**src/rtl/lane_judge_scorer_if.sv**
```systemverilog
// Bundle between the note/key producers and the lane judge: game time, note loads,
// key levels in; judgement pulses and score/combo counters out.
interface lane_judge_scorer_if #(
  parameter int LANES   = 8,
  parameter int TICK_W  = 10,
  parameter int SCORE_W = 11,
  parameter int COMBO_W = 8
);
  logic [TICK_W-1:0]  tick;
  logic               note_valid;
  logic [TICK_W-1:0]  note_time;
  logic [LANES-1:0]   note_mask;
  logic [LANES-1:0]   user_key;
  logic [LANES-1:0]   perfect_mask;
  logic [LANES-1:0]   good_mask;
  logic [LANES-1:0]   miss_mask;
  logic [SCORE_W-1:0] score;
  logic [COMBO_W-1:0] combo;
  logic [COMBO_W-1:0] max_combo;

  modport master (
    output tick, note_valid, note_time, note_mask, user_key,
    input  perfect_mask, good_mask, miss_mask, score, combo, max_combo
  );

  modport slave (
    input  tick, note_valid, note_time, note_mask, user_key,
    output perfect_mask, good_mask, miss_mask, score, combo, max_combo
  );
endinterface

```
**src/rtl/lane_judge_scorer.sv**
```systemverilog
// Multi-lane rhythm judge: one pending note per lane, PERFECT/GOOD/MISS classification
// on key rising edges or timeout, saturating score and combo tracking.
module lane_judge_scorer #(
  parameter int LANES       = 8,
  parameter int TICK_W      = 10,
  parameter int WIN_PERFECT = 1,
  parameter int WIN_GOOD    = 3,
  parameter int PTS_PERFECT = 3,
  parameter int PTS_GOOD    = 1,
  parameter int SCORE_W     = 11,
  parameter int COMBO_W     = 8
) (
  input logic                clock_i,
  input logic                reset_i,
  lane_judge_scorer_if.slave bus_if
);

  localparam int SUM_W  = SCORE_W + $clog2(LANES) + 2;
  localparam int CNT_W  = $clog2(LANES + 1);
  localparam int CSUM_W = COMBO_W + CNT_W;

  localparam logic signed [TICK_W-1:0] WP = TICK_W'(WIN_PERFECT);
  localparam logic signed [TICK_W-1:0] WG = TICK_W'(WIN_GOOD);
  localparam logic [SCORE_W-1:0]       SCORE_MAX = '1;
  localparam logic [COMBO_W-1:0]       COMBO_MAX = '1;

  logic [LANES-1:0]   key_prev_q, key_prev_d;
  logic [LANES-1:0]   pend_q, pend_d;
  logic [TICK_W-1:0]  pt_q [LANES];
  logic [TICK_W-1:0]  pt_d [LANES];
  logic [LANES-1:0]   perfect_q, perfect_d;
  logic [LANES-1:0]   good_q, good_d;
  logic [LANES-1:0]   miss_q, miss_d;
  logic [SCORE_W-1:0] score_q, score_d;
  logic [COMBO_W-1:0] combo_q, combo_d;
  logic [COMBO_W-1:0] max_combo_q, max_combo_d;

  logic [LANES-1:0]          key_edge;
  logic signed [TICK_W-1:0]  delta [LANES];
  logic [LANES-1:0]          in_perf, in_good, timeout, load, still_pend;
  logic [CNT_W-1:0]          n_perf, n_good;
  logic [SUM_W-1:0]          score_sum;
  logic [CSUM_W-1:0]         combo_sum;

  // Per-lane judgement; evaluation always sees the pending state from before any load.
  always_comb begin
    key_edge   = bus_if.user_key & ~key_prev_q;
    key_prev_d = bus_if.user_key;
    in_perf    = '0;
    in_good    = '0;
    timeout    = '0;
    load       = '0;
    still_pend = '0;
    perfect_d  = '0;
    good_d     = '0;
    miss_d     = '0;
    pend_d     = '0;
    n_perf     = '0;
    n_good     = '0;
    for (int i = 0; i < LANES; i++) begin
      delta[i] = $signed(bus_if.tick - pt_q[i]);
      pt_d[i]  = pt_q[i];
    end
    for (int i = 0; i < LANES; i++) begin
      in_perf[i]    = (delta[i] >= -WP) && (delta[i] <= WP);
      in_good[i]    = (delta[i] >= -WG) && (delta[i] <= WG);
      timeout[i]    = pend_q[i] && (delta[i] > WG);
      load[i]       = bus_if.note_valid & bus_if.note_mask[i];
      perfect_d[i]  = pend_q[i] & key_edge[i] & in_perf[i];
      good_d[i]     = pend_q[i] & key_edge[i] & ~in_perf[i] & in_good[i];
      still_pend[i] = pend_q[i] & ~perfect_d[i] & ~good_d[i] & ~timeout[i];
      // A note displaced by a reload counts as missed in the same cycle.
      miss_d[i]     = timeout[i] | (load[i] & still_pend[i]);
      pend_d[i]     = load[i] | still_pend[i];
      if (load[i]) pt_d[i] = bus_if.note_time;
      n_perf = n_perf + CNT_W'(perfect_d[i]);
      n_good = n_good + CNT_W'(good_d[i]);
    end

    score_sum = SUM_W'(score_q)
              + SUM_W'(PTS_PERFECT) * SUM_W'(n_perf)
              + SUM_W'(PTS_GOOD) * SUM_W'(n_good);
    if (score_sum > SUM_W'(SCORE_MAX)) score_d = SCORE_MAX;
    else                               score_d = score_sum[SCORE_W-1:0];

    combo_sum = CSUM_W'(combo_q) + CSUM_W'(n_perf) + CSUM_W'(n_good);
    if (|miss_d)                           combo_d = '0;
    else if (combo_sum > CSUM_W'(COMBO_MAX)) combo_d = COMBO_MAX;
    else                                   combo_d = combo_sum[COMBO_W-1:0];

    max_combo_d = (combo_d > max_combo_q) ? combo_d : max_combo_q;
  end

  // Reset captures the live key level so a key held through reset yields no edge.
  always_ff @(posedge clock_i) begin
    if (reset_i) begin
      key_prev_q  <= bus_if.user_key;
      pend_q      <= '0;
      perfect_q   <= '0;
      good_q      <= '0;
      miss_q      <= '0;
      score_q     <= '0;
      combo_q     <= '0;
      max_combo_q <= '0;
      for (int i = 0; i < LANES; i++) pt_q[i] <= '0;
    end else begin
      key_prev_q  <= key_prev_d;
      pend_q      <= pend_d;
      perfect_q   <= perfect_d;
      good_q      <= good_d;
      miss_q      <= miss_d;
      score_q     <= score_d;
      combo_q     <= combo_d;
      max_combo_q <= max_combo_d;
      for (int i = 0; i < LANES; i++) pt_q[i] <= pt_d[i];
    end
  end

  assign bus_if.perfect_mask = perfect_q;
  assign bus_if.good_mask    = good_q;
  assign bus_if.miss_mask    = miss_q;
  assign bus_if.score        = score_q;
  assign bus_if.combo        = combo_q;
  assign bus_if.max_combo    = max_combo_q;

endmodule

```
**src/flat_wrapper.sv**
```systemverilog
// flat-port wrapper written by rule: the top's interface ports become plain ports
module lane_judge_scorer_flat 
#(
  parameter int LANES       = 8,
  parameter int TICK_W      = 10,
  parameter int WIN_PERFECT = 1,
  parameter int WIN_GOOD    = 3,
  parameter int PTS_PERFECT = 3,
  parameter int PTS_GOOD    = 1,
  parameter int SCORE_W     = 11,
  parameter int COMBO_W     = 8
)
  (clock_i, reset_i, bus_if_tick, bus_if_note_valid, bus_if_note_time, bus_if_note_mask, bus_if_user_key, bus_if_perfect_mask, bus_if_good_mask, bus_if_miss_mask, bus_if_score, bus_if_combo, bus_if_max_combo);
  lane_judge_scorer_if #(.LANES(LANES), .TICK_W(TICK_W), .SCORE_W(SCORE_W), .COMBO_W(COMBO_W)) bus_if_i ();
  input logic clock_i;
  input logic reset_i;
  input wire logic [$bits(bus_if_i.tick)-1:0] bus_if_tick;
  input wire logic [$bits(bus_if_i.note_valid)-1:0] bus_if_note_valid;
  input wire logic [$bits(bus_if_i.note_time)-1:0] bus_if_note_time;
  input wire logic [$bits(bus_if_i.note_mask)-1:0] bus_if_note_mask;
  input wire logic [$bits(bus_if_i.user_key)-1:0] bus_if_user_key;
  output wire logic [$bits(bus_if_i.perfect_mask)-1:0] bus_if_perfect_mask;
  output wire logic [$bits(bus_if_i.good_mask)-1:0] bus_if_good_mask;
  output wire logic [$bits(bus_if_i.miss_mask)-1:0] bus_if_miss_mask;
  output wire logic [$bits(bus_if_i.score)-1:0] bus_if_score;
  output wire logic [$bits(bus_if_i.combo)-1:0] bus_if_combo;
  output wire logic [$bits(bus_if_i.max_combo)-1:0] bus_if_max_combo;
  assign bus_if_i.tick = bus_if_tick;
  assign bus_if_i.note_valid = bus_if_note_valid;
  assign bus_if_i.note_time = bus_if_note_time;
  assign bus_if_i.note_mask = bus_if_note_mask;
  assign bus_if_i.user_key = bus_if_user_key;
  assign bus_if_perfect_mask = bus_if_i.perfect_mask;
  assign bus_if_good_mask = bus_if_i.good_mask;
  assign bus_if_miss_mask = bus_if_i.miss_mask;
  assign bus_if_score = bus_if_i.score;
  assign bus_if_combo = bus_if_i.combo;
  assign bus_if_max_combo = bus_if_i.max_combo;
  lane_judge_scorer #(.LANES(LANES), .TICK_W(TICK_W), .WIN_PERFECT(WIN_PERFECT), .WIN_GOOD(WIN_GOOD), .PTS_PERFECT(PTS_PERFECT), .PTS_GOOD(PTS_GOOD), .SCORE_W(SCORE_W), .COMBO_W(COMBO_W)) u_core (.clock_i(clock_i), .reset_i(reset_i), .bus_if(bus_if_i));
endmodule
```
**config.mk**
```make
export PLATFORM = sky130hd
export DESIGN_NAME = lane_judge_scorer_flat
export DESIGN_NICKNAME = d
export VERILOG_FILES = /design/src/rtl/lane_judge_scorer_if.sv /design/src/rtl/lane_judge_scorer.sv /design/src/flat_wrapper.sv
export SDC_FILE = /design/constraint.sdc
export NUM_CORES = 1
export LEC_CHECK = 0
export ABC_AREA = 1
export BUFFER_PORTS_ARGS = -buffer_cell sky130_fd_sc_hd__buf_2
export CORE_MARGIN = 2
export CORE_UTILIZATION = 65
export CTS_CLUSTER_SIZE = 12
export DETAILED_ROUTE_END_ITERATION = 10
export PLACE_DENSITY = 0.83
export SYNTH_ARGS = -nofsm -noshare
export SYNTH_HDL_FRONTEND = slang
export SYNTH_SLANG_ARGS = --single-unit
```
**constraint.sdc**
```tcl
create_clock -name clock_i -period 24.5 [get_ports clock_i]
set_input_delay 4.9 -clock clock_i [delete_from_list [all_inputs] [get_ports clock_i]]
set_output_delay 4.9 -clock clock_i [all_outputs]
set_load 0.01 [all_outputs]
```
==> impl.org, run 1 <==
** Pwr
- Reg power frac :: 0.331
- Of the total power, combinational logic draws 0.304.
- In this run the static leakage power is 0.00709 uW.
- Clk network pwr share :: 0.364
- Internal power of the cells :: 510 uW
- The worst-case IR drop observed on VDD is 0.0539 mV.
- Summed over all nets, the switching power comes to 278 uW.
- Power spread over the standard cell area amounts to 60.2 nW/um^2.
- Of the total power, the share spent switching nets is 0.352.

** Run status
- Outcome :: completed

** Yosys
- Post-synthesis cell count :: 1835
- The synthesized design contains 147 register bits.
- Number of synthesized flops with an enable pin :: 0
- Predominant post-synthesis flop cell :: sky130_fd_sc_hd__dfxtp_1
- Post-synthesis instance area :: 11800 um^2
- Synth top area cells :: sky130_fd_sc_hd__dfxtp_1, sky130_fd_sc_hd__nand2_1, sky130_fd_sc_hd__ha_1
- Of the synthesized area, sequential elements account for 0.249.
- For this run, the number of Yosys warnings is 0.
- Share of the synthesized area in the top cell type :: 0.249
- Post-Syn Nets :: 2002
- The synthesized netlist contains 42 unique library cells.
- Of all cell types, the one taking the most synthesized area is sky130_fd_sc_hd__dfxtp_1.
- In the synthesized netlist the async set-or-reset flop fraction comes to 0.
- A synthesized cell averages 6.43 um^2.

** Setup path
- Crit start category :: input pin
- Critical Path Max Stage Delay :: 0.69 ns
- Type of the worst setup path :: input pin to flip-flop
- Worst path slowest cell :: sky130_fd_sc_hd__a32oi_1
- Max Fanout on Critical Path :: 9
- STA puts the critical path data required time at 24.86 ns.
- Grouping stages by cell kind, the critical path spends the most delay in adder cells.
- Capture instance of the worst register-to-register path :: u_core.bus_if.max_combo[0]
- Data arrives at the worst endpoint at 13.79 ns.
- Worst R2R Setup Slack :: 15.73 ns
- R2r worst-path depth :: 47
- In this run the critical register-to-register path is launched from u_core.pt_q[0][10].
- Most numerous cell on the critical path :: sky130_fd_sc_hd__nand2_1
- The number of buffers and inverters on the critical path is 11.
- The worst setup path is captured at a flip-flop.

** Detailed routing
- The first detailed-routing pass ran for 6 iterations.
- For this run, design rule violations remaining after detail routing come to 0.
- Wirelength per Cell :: 14.9 um
- Routed via count divided by cell count :: 5.48
- Total length of routed wires :: 32.2 mm
- In this run, the number of DRC markers left after iteration 0 of detailed routing was 769.
- The count of nets left with antenna violations once routing finished came out at 0.
- Summing over every cut layer, the via total after detailed routing is 11805.

** Layout
- After routing the design area is 13100 um^2.
- For this run, the number of standard cells in the final layout without fillers is 2156.
- Fraction of layout cells with a size suffix above 1 :: 0.113
- Synthesis-to-layout area growth :: 10.8%
- Final net count :: 2081

** Hold path
- WHS Path Cells :: 2
- Path type of the worst min-delay path :: flip-flop to flip-flop
- The worst hold path begins at u_core.pt_q[1][27].
- Hold endpoint :: u_core.pt_q[1][27]

** Floorplan
- Die span in x :: 139 um
- Total Die Area :: 19300 um^2
- For this design the top-level I/O count stands at 90.
- The core region is 17900 um^2.
- The initial utilization of the core area, before any placement, comes to 0.659.
- After floorplanning, the core was divided into 49 placement rows.
- Measured along the y axis, the die boundary spans 139 um.

** Clock tree
- Maximum buffer depth of the clock tree :: 2
- The number of hold buffers added after CTS was 0.
- Number of buffers inserted to repair setup after CTS :: 0
- The H-tree was split into 4 levels.
- Clock Tree Root :: sky130_fd_sc_hd__clkbuf_16
- Clock tree synthesis inserted a total of 17 buffers.
- TritonCTS built the clock tree.
- Post-cts gate resize count :: 0
- After clock tree synthesis, the clock-pin slew on the worst setup and hold paths is 0.06 ns.
- For this design, the sink count on the clock tree is 147.
- Clk_lat worst skew :: 0.44 ns

** Placement
- Input and output buffers added on the ports amount to 89.
- Placed instance count :: 2124
- The wire-length estimate of the detail-placed layout is 23.1 mm.
- Placed inst area :: 12400 um^2
- At the placement stage, the worst setup path has a slack of 10.79 ns.
- Routability-driven placement finished with a final weighted congestion of 0.934.

** Timing
- Remaining max-slew budget at the tightest pin :: 0.379
- The worst path in the final design needs a cycle of 13.43 ns, including I/O delays and setup.
- The worst path meets setup with 11.07 ns of slack.
- Slew @ Worst Pin :: 0.932 ns
- RSZ-0062 raised after global routing :: false
- Hold is met by 0.459 ns.
- Across the routed clock network, the largest skew measured is 0.0136 ns.
- Timing would allow up to 74.5 MHz.
- Share of the clock period used by the worst path after layout :: 0.548
- The total count of hold-check failures in the final report was 0.
- Setup violations remaining at the end of the flow were counted as 0.
- In the final timing run, aggregate negative setup slack is 0 ns.
- Total count of max-transition violations in the final report :: 0

** Global routing
- Largest net degree at the start of global routing :: 88
- First-pass GRT wire length :: 53.5 mm
- The number of antenna violations at the first check in global routing is 1.
- Grt total ovfl :: 0
- Vias in the first global route :: 11326
- For this run, the total global-route usage over all layers was measured as 0.342.

** Flow run
- Max-capacitance violation count :: 0
==> cell usage in the layout (no fill, tap or decap), types with 5 or more instances in the layout <==
| cell type | netlist | final |
|---|---|---|
| sky130_fd_sc_hd__nand3_2 | 15 | 15 |
| sky130_fd_sc_hd__nand3_1 | 137 | 137 |
| sky130_fd_sc_hd__clkbuf_16 | 0 | 17 |
| sky130_fd_sc_hd__nand2_1 | 462 | 462 |
| sky130_fd_sc_hd__inv_6 | 0 | 5 |
| sky130_fd_sc_hd__a21oi_1 | 127 | 127 |
| sky130_fd_sc_hd__nor2_1 | 186 | 186 |
| sky130_fd_sc_hd__dfxtp_1 | 147 | 147 |
| sky130_fd_sc_hd__nand2_2 | 23 | 23 |
| sky130_fd_sc_hd__xnor2_1 | 16 | 16 |
| sky130_fd_sc_hd__nand4_1 | 21 | 21 |
| sky130_fd_sc_hd__nor3_1 | 7 | 7 |
| sky130_fd_sc_hd__inv_1 | 317 | 316 |
| sky130_fd_sc_hd__a21oi_2 | 17 | 17 |
| sky130_fd_sc_hd__nand3b_1 | 10 | 10 |
| sky130_fd_sc_hd__ha_1 | 105 | 105 |
| sky130_fd_sc_hd__o21ai_0 | 101 | 101 |
| sky130_fd_sc_hd__buf_4 | 1 | 6 |
| sky130_fd_sc_hd__inv_2 | 13 | 14 |
| sky130_fd_sc_hd__xor2_1 | 32 | 32 |
| sky130_fd_sc_hd__buf_2 | 1 | 89 |
| sky130_fd_sc_hd__nor2_2 | 5 | 5 |
| sky130_fd_sc_hd__fa_1 | 23 | 23 |
==> cells in the mapped netlist (16+ instances only) <==
cell / n
sky130_fd_sc_hd__a21oi_1: 127
sky130_fd_sc_hd__nand2_2: 23
sky130_fd_sc_hd__ha_1: 105
sky130_fd_sc_hd__nand4_1: 21
sky130_fd_sc_hd__clkbuf_1: 33
sky130_fd_sc_hd__nand3_1: 137
sky130_fd_sc_hd__nor2_1: 186
sky130_fd_sc_hd__dfxtp_1: 147
sky130_fd_sc_hd__a21oi_2: 17
sky130_fd_sc_hd__xnor2_1: 16
sky130_fd_sc_hd__fa_1: 23
sky130_fd_sc_hd__inv_1: 317
sky130_fd_sc_hd__nand2_1: 462
sky130_fd_sc_hd__xor2_1: 32
sky130_fd_sc_hd__o21ai_0: 101
==> power groups by stage <==
stage	Combinational [uW]	Clock [uW]	Sequential, uW
6_report	240	287	261
5_1_grt	273	299	262
4_1_cts	237	288	261
3_5_place_dp	234	0	266
3_3_place_gp	227	0	266
2_1_floorplan	179	0	266
==> per-layer routing <==
layer	routed length, um	GRT usage	vias to the layer above
met1	13500	0.426	5353
met2	14600	0.568	399
met5	0	0	-
met3	2570	0.0732	98
met4	1410	0.163	0
li1	-	-	5955
==> worst max-delay path by stage <==
stage / to / cells after the start / slack (ns) / start
final: u_core.bus_if.max_combo[0] / 49 / 11.07 / bus_if_tick[0]
after global routing: u_core.bus_if.max_combo[0] / 49 / 10.27 / bus_if_tick[0]
after CTS: u_core.bus_if.max_combo[0] / 49 / 11.12 / bus_if_tick[0]
after detailed placement: u_core.bus_if.max_combo[1] / 49 / 10.79 / bus_if_tick[0]
after floorplan: u_core.bus_if.max_combo[5] / 48 / 12.08 / bus_if_tick[0]
after global placement: u_core.bus_if.max_combo[2] / 49 / 11.13 / bus_if_tick[0]
==> cell families after synthesis <==
| kind of cell | after synthesis | share of synthesized area |
|---|---|---|
| buffers and inverters | 366 | 0.117 |
| xor gates and xnor gates | 48 | 0.0356 |
| AOI/OAI and AO/OA | 266 | 0.123 |
| and+or+nand+nor | 880 | 0.325 |
| DFF | 147 | 0.249 |
| adders and majority gates | 128 | 0.150 |
==> flip-flops by register name, summed over array words and instances, names as in the netlist <==
register / cells
u_core.pt_q: 80
u_core.bus_if.score: 11
u_core.bus_if.combo: 8
u_core.bus_if.miss_mask: 8
u_core.bus_if.perfect_mask: 8
u_core.pend_q: 8
u_core.bus_if.max_combo: 8
u_core.bus_if.good_mask: 8
u_core.key_prev_q: 8
==> area by class of cell <==
type / instances / area [um^2]
inverters: 331 / 1240
diodes: 1 / 2.50
multi-input cells: 1322 / 7480
fillers: 1524 / 4820
clock inverters: 13 / 198
clock buffers: 18 / 439
well taps: 229 / 287
flip-flops and latches: 147 / 2940
repair buffers: 95 / 490
==> worst register-to-register path: cells and delay by family (launching register included) <==
family / cells / cell delay [ns]
AO/OA/AOI/OAI: 6 / 1.42
adder cells (fa/ha/maj): 10 / 3.51
AND/OR/NAND/NOR: 20 / 1.87
flip-flops: 1 / 0.36
buffers and inverters: 9 / 0.97
XOR/XNOR: 2 / 0.56
==> metrics by stage <==
stage,util,total power [uW]
after floorplan,-,445
after global placement,0.695,493
after detailed placement,0.695,500
after CTS,0.731,785
after global routing,0.731,835
final,0.731,788
(Power assumes the default switching activity.)
==> run 2, diff against run 1 <==
--- a/config.mk
+++ b/config.mk
@@ -8,10 +8,10 @@
 export ABC_AREA = 1
 export BUFFER_PORTS_ARGS = -buffer_cell sky130_fd_sc_hd__buf_2
 export CORE_MARGIN = 2
-export CORE_UTILIZATION = 65
+export CORE_UTILIZATION = 62
 export CTS_CLUSTER_SIZE = 12
 export DETAILED_ROUTE_END_ITERATION = 10
-export PLACE_DENSITY = 0.83
+export PLACE_DENSITY = 0.8
 export SYNTH_ARGS = -nofsm -noshare
 export SYNTH_HDL_FRONTEND = slang
 export SYNTH_SLANG_ARGS = --single-unit
==> constraint.sdc (replaced) <==
create_clock -name clock_i -period 13.59 [get_ports clock_i]
set_input_delay 2.718 -clock clock_i [delete_from_list [all_inputs] [get_ports clock_i]]
set_output_delay 2.718 -clock clock_i [all_outputs]
set_load 0.01 [all_outputs]
==> impl.org, run 2 (synthesis results as in run 1) <==
** Run status
- The run finished with clean final reports.

** Setup path
- The worst setup path is captured at a flip-flop.
- Critical Path Max Stage Delay :: 0.46 ns
- Max Fanout on Critical Path :: 16
- Capture instance of the worst register-to-register path :: u_core.bus_if.max_combo[5]
- Data on the critical path is required at its endpoint by 13.95 ns.
- The worst setup path is launched from an input pin.
- Data arrival time of the critical path :: 10.99 ns
- The number of cells on the worst reg-to-reg path is 47.
- In this run the register-to-register setup slack is 5.47 ns.
- Worst path slowest cell :: sky130_fd_sc_hd__fa_1
- The critical path is of the input pin to flip-flop type.
- The startpoint identified for the worst register-to-register timing path is u_core.pt_q[0][10].

** Clock tree
- CTS tree :: done
- The root buffer cell chosen for the clock tree is sky130_fd_sc_hd__clkbuf_16.
- The clock passes through at most 2 buffers.
- Number of buffers inserted to repair setup after CTS :: 0
- For the worst-skew pair, the clock arrives at the later sink with an insertion delay of 0.43 ns.
- Number of buffers inserted during clock tree synthesis :: 17
- H-Tree Level Count :: 4
- Clock transition at the register clock pins on the worst setup and hold paths after CTS :: 0.07 ns
- For this design, the sink count on the clock tree is 147.
- After clock tree synthesis, the repair step resized 0 gates.
- Buffers inserted to repair hold after CTS numbered 0.

** Placement
- Placed instance count :: 2126
- Routability Congestion :: 0.926
- Final HPWL from detailed placement :: 22.9 mm
- PortBufs :: 89

** Timing
- In the finished design, the share of the clock period the worst path needs comes to 0.782.
- The total count of hold-check failures in the final report came to 0.
- Slew @ Worst Pin :: 0.977 ns
- Timing-limited maximum frequency :: 94.1 MHz
- Between clock sinks in the finished design, the worst skew comes to 0.0154 ns.
- Period minus WS final :: 10.63 ns
- Total count of max-transition violations in the final report :: 0
- Minimum hold slack :: 0.459 ns
- Setup total negative slack on the finished layout was measured at 0 ns.
- RSZ-0062 raised after global routing :: false
- Setup violations remaining at the end of the flow were counted as 0.
- Headroom to the max-slew limit came out at 0.349.

** Layout
- Of the cells placed in the final design, the portion with a size suffix greater than 1 is 0.111.
- Diode insertion count for antenna repair :: 0
- FF/Latch Area :: 2940 um^2
- The multi-input combinational cells in the finished layout cover a total of 7480 um^2.
- Counting the fill cells in the layout gives 1640.
- The register with the most flip-flops in the layout has 80 of them.
- Count of placed standard cells in the final layout, fillers left out :: 2157
- The top cell types in the final layout, fill and taps aside, are sky130_fd_sc_hd__nand2_1, sky130_fd_sc_hd__inv_1, sky130_fd_sc_hd__nor2_1.
- The net count of the finished layout is 2078.
- At the end of the flow the core is filled with cells to 0.698.
- Leaving out fill and tap cells, the most frequent cell in the layout is sky130_fd_sc_hd__nand2_1.
- The area growth from synthesis to layout is 10.7%.
- The register with the most flip-flops in the final layout is u_core.pt_q.

** Floorplan
- The initial utilization of the core area, before any placement, comes to 0.631.
- In this run the horizontal extent of the chip is 142 um.
- In this run the count of I/O pins placed on the die edge is 90.
- The initialized floorplan defines 50 standard-cell rows.
- Total core area :: 18700 um^2
- The floorplan step defined a die boundary enclosing 20200 um^2.
- The floorplan step set the die height to 142 um.

** Hold path
- The tightest min-delay check is of the flip-flop to flip-flop type.
- WHS Path Cells :: 2
- Worst hold start :: u_core.pt_q[1][15]
- Hold endpoint :: u_core.pt_q[1][15]

** Detailed routing
- Initial drt markers :: 662
- Wirelength per Cell :: 14.5 um
- Drc violations :: 0
- Routed via count divided by cell count :: 5.39
- Pre-antenna DRT Iters :: 5
- Total length of routed wires :: 31.4 mm
- Once detail routing completed, the nets flagged for antenna violations numbered 0.
- Vias :: 11628

** Pwr
- Power after layout :: 1410 uW
- Leakage power figure :: 0.00708 uW
- Power spread over the standard cell area amounts to 108 nW/um^2.
- VDD sags by at most 0.0842 mV.

** Global routing
- First-pass GRT wire length :: 51.8 mm
- Entering global routing, the biggest net connects 98 pins.
- Across every metal layer, demand over resource in global routing totals 0.323.
- Grt total ovfl :: 0
- Vias in the first global route :: 10998
- The number of antenna violations at the first check in global routing is 0.

** Flow run
- Max-capacitance violation count :: 0
[run 2: critical path: cells and delay by family]
family / cells / cell delay [ns]
AO/OA/AOI/OAI: 5 / 0.79
AND/OR/NAND/NOR: 21 / 2.23
adder cells (fa/ha/maj): 10 / 3.40
XOR/XNOR: 2 / 0.52
buffers and inverters: 11 / 1.34
[run 2: layout make-up]
type / count / area share
Tap cell: 234 / 0.0224
Clock buffer: 17 / 0.0326
Timing Repair Buffer: 92 / 0.0358
Multi-Input combinational cell: 1322 / 0.573
Clock inverter: 14 / 0.0162
Sequential cell: 147 / 0.225
Inverter: 331 / 0.0952
[run 2: worst max-delay path by stage]
stage / start / end / slack [ns] / cells after the start
detailed placement: bus_if_tick[0] / u_core.bus_if.max_combo[6] / 2.65 / 49
CTS: bus_if_tick[0] / u_core.bus_if.max_combo[6] / 3.04 / 49
finish: bus_if_tick[0] / u_core.bus_if.max_combo[5] / 2.96 / 49
global route: bus_if_tick[0] / u_core.bus_if.max_combo[2] / 2.22 / 49
global placement: bus_if_tick[0] / u_core.bus_if.max_combo[4] / 2.91 / 49
floorplan: bus_if_tick[0] / u_core.bus_if.max_combo[5] / 3.35 / 48
[run 2: metal layers]
layer  GRT usage  wire length (um)  up-vias
li1            -                 -     5948
met1       0.411             14000     5278
met2       0.552             14500      327
met3      0.0501              1750       75
met4       0.124              1150        0
met5           0                 0        -
[run 2: metrics by stage]
stage	worst slack (ns)	area (um^2)
after floorplan	3.35	11800
after global placement	2.91	12400
after detailed placement	2.65	12400
after CTS	3.04	13100
after global routing	2.22	13100
final	2.96	13100
[run 2: power by group]
group	total, uW	leakage, uW	internal (uW)	switching, uW
clock network	513	0.000309	324	189
registers	470	0.00121	458	12.1
logic	431	0.00556	146	285
total	1410	0.00708	929	486
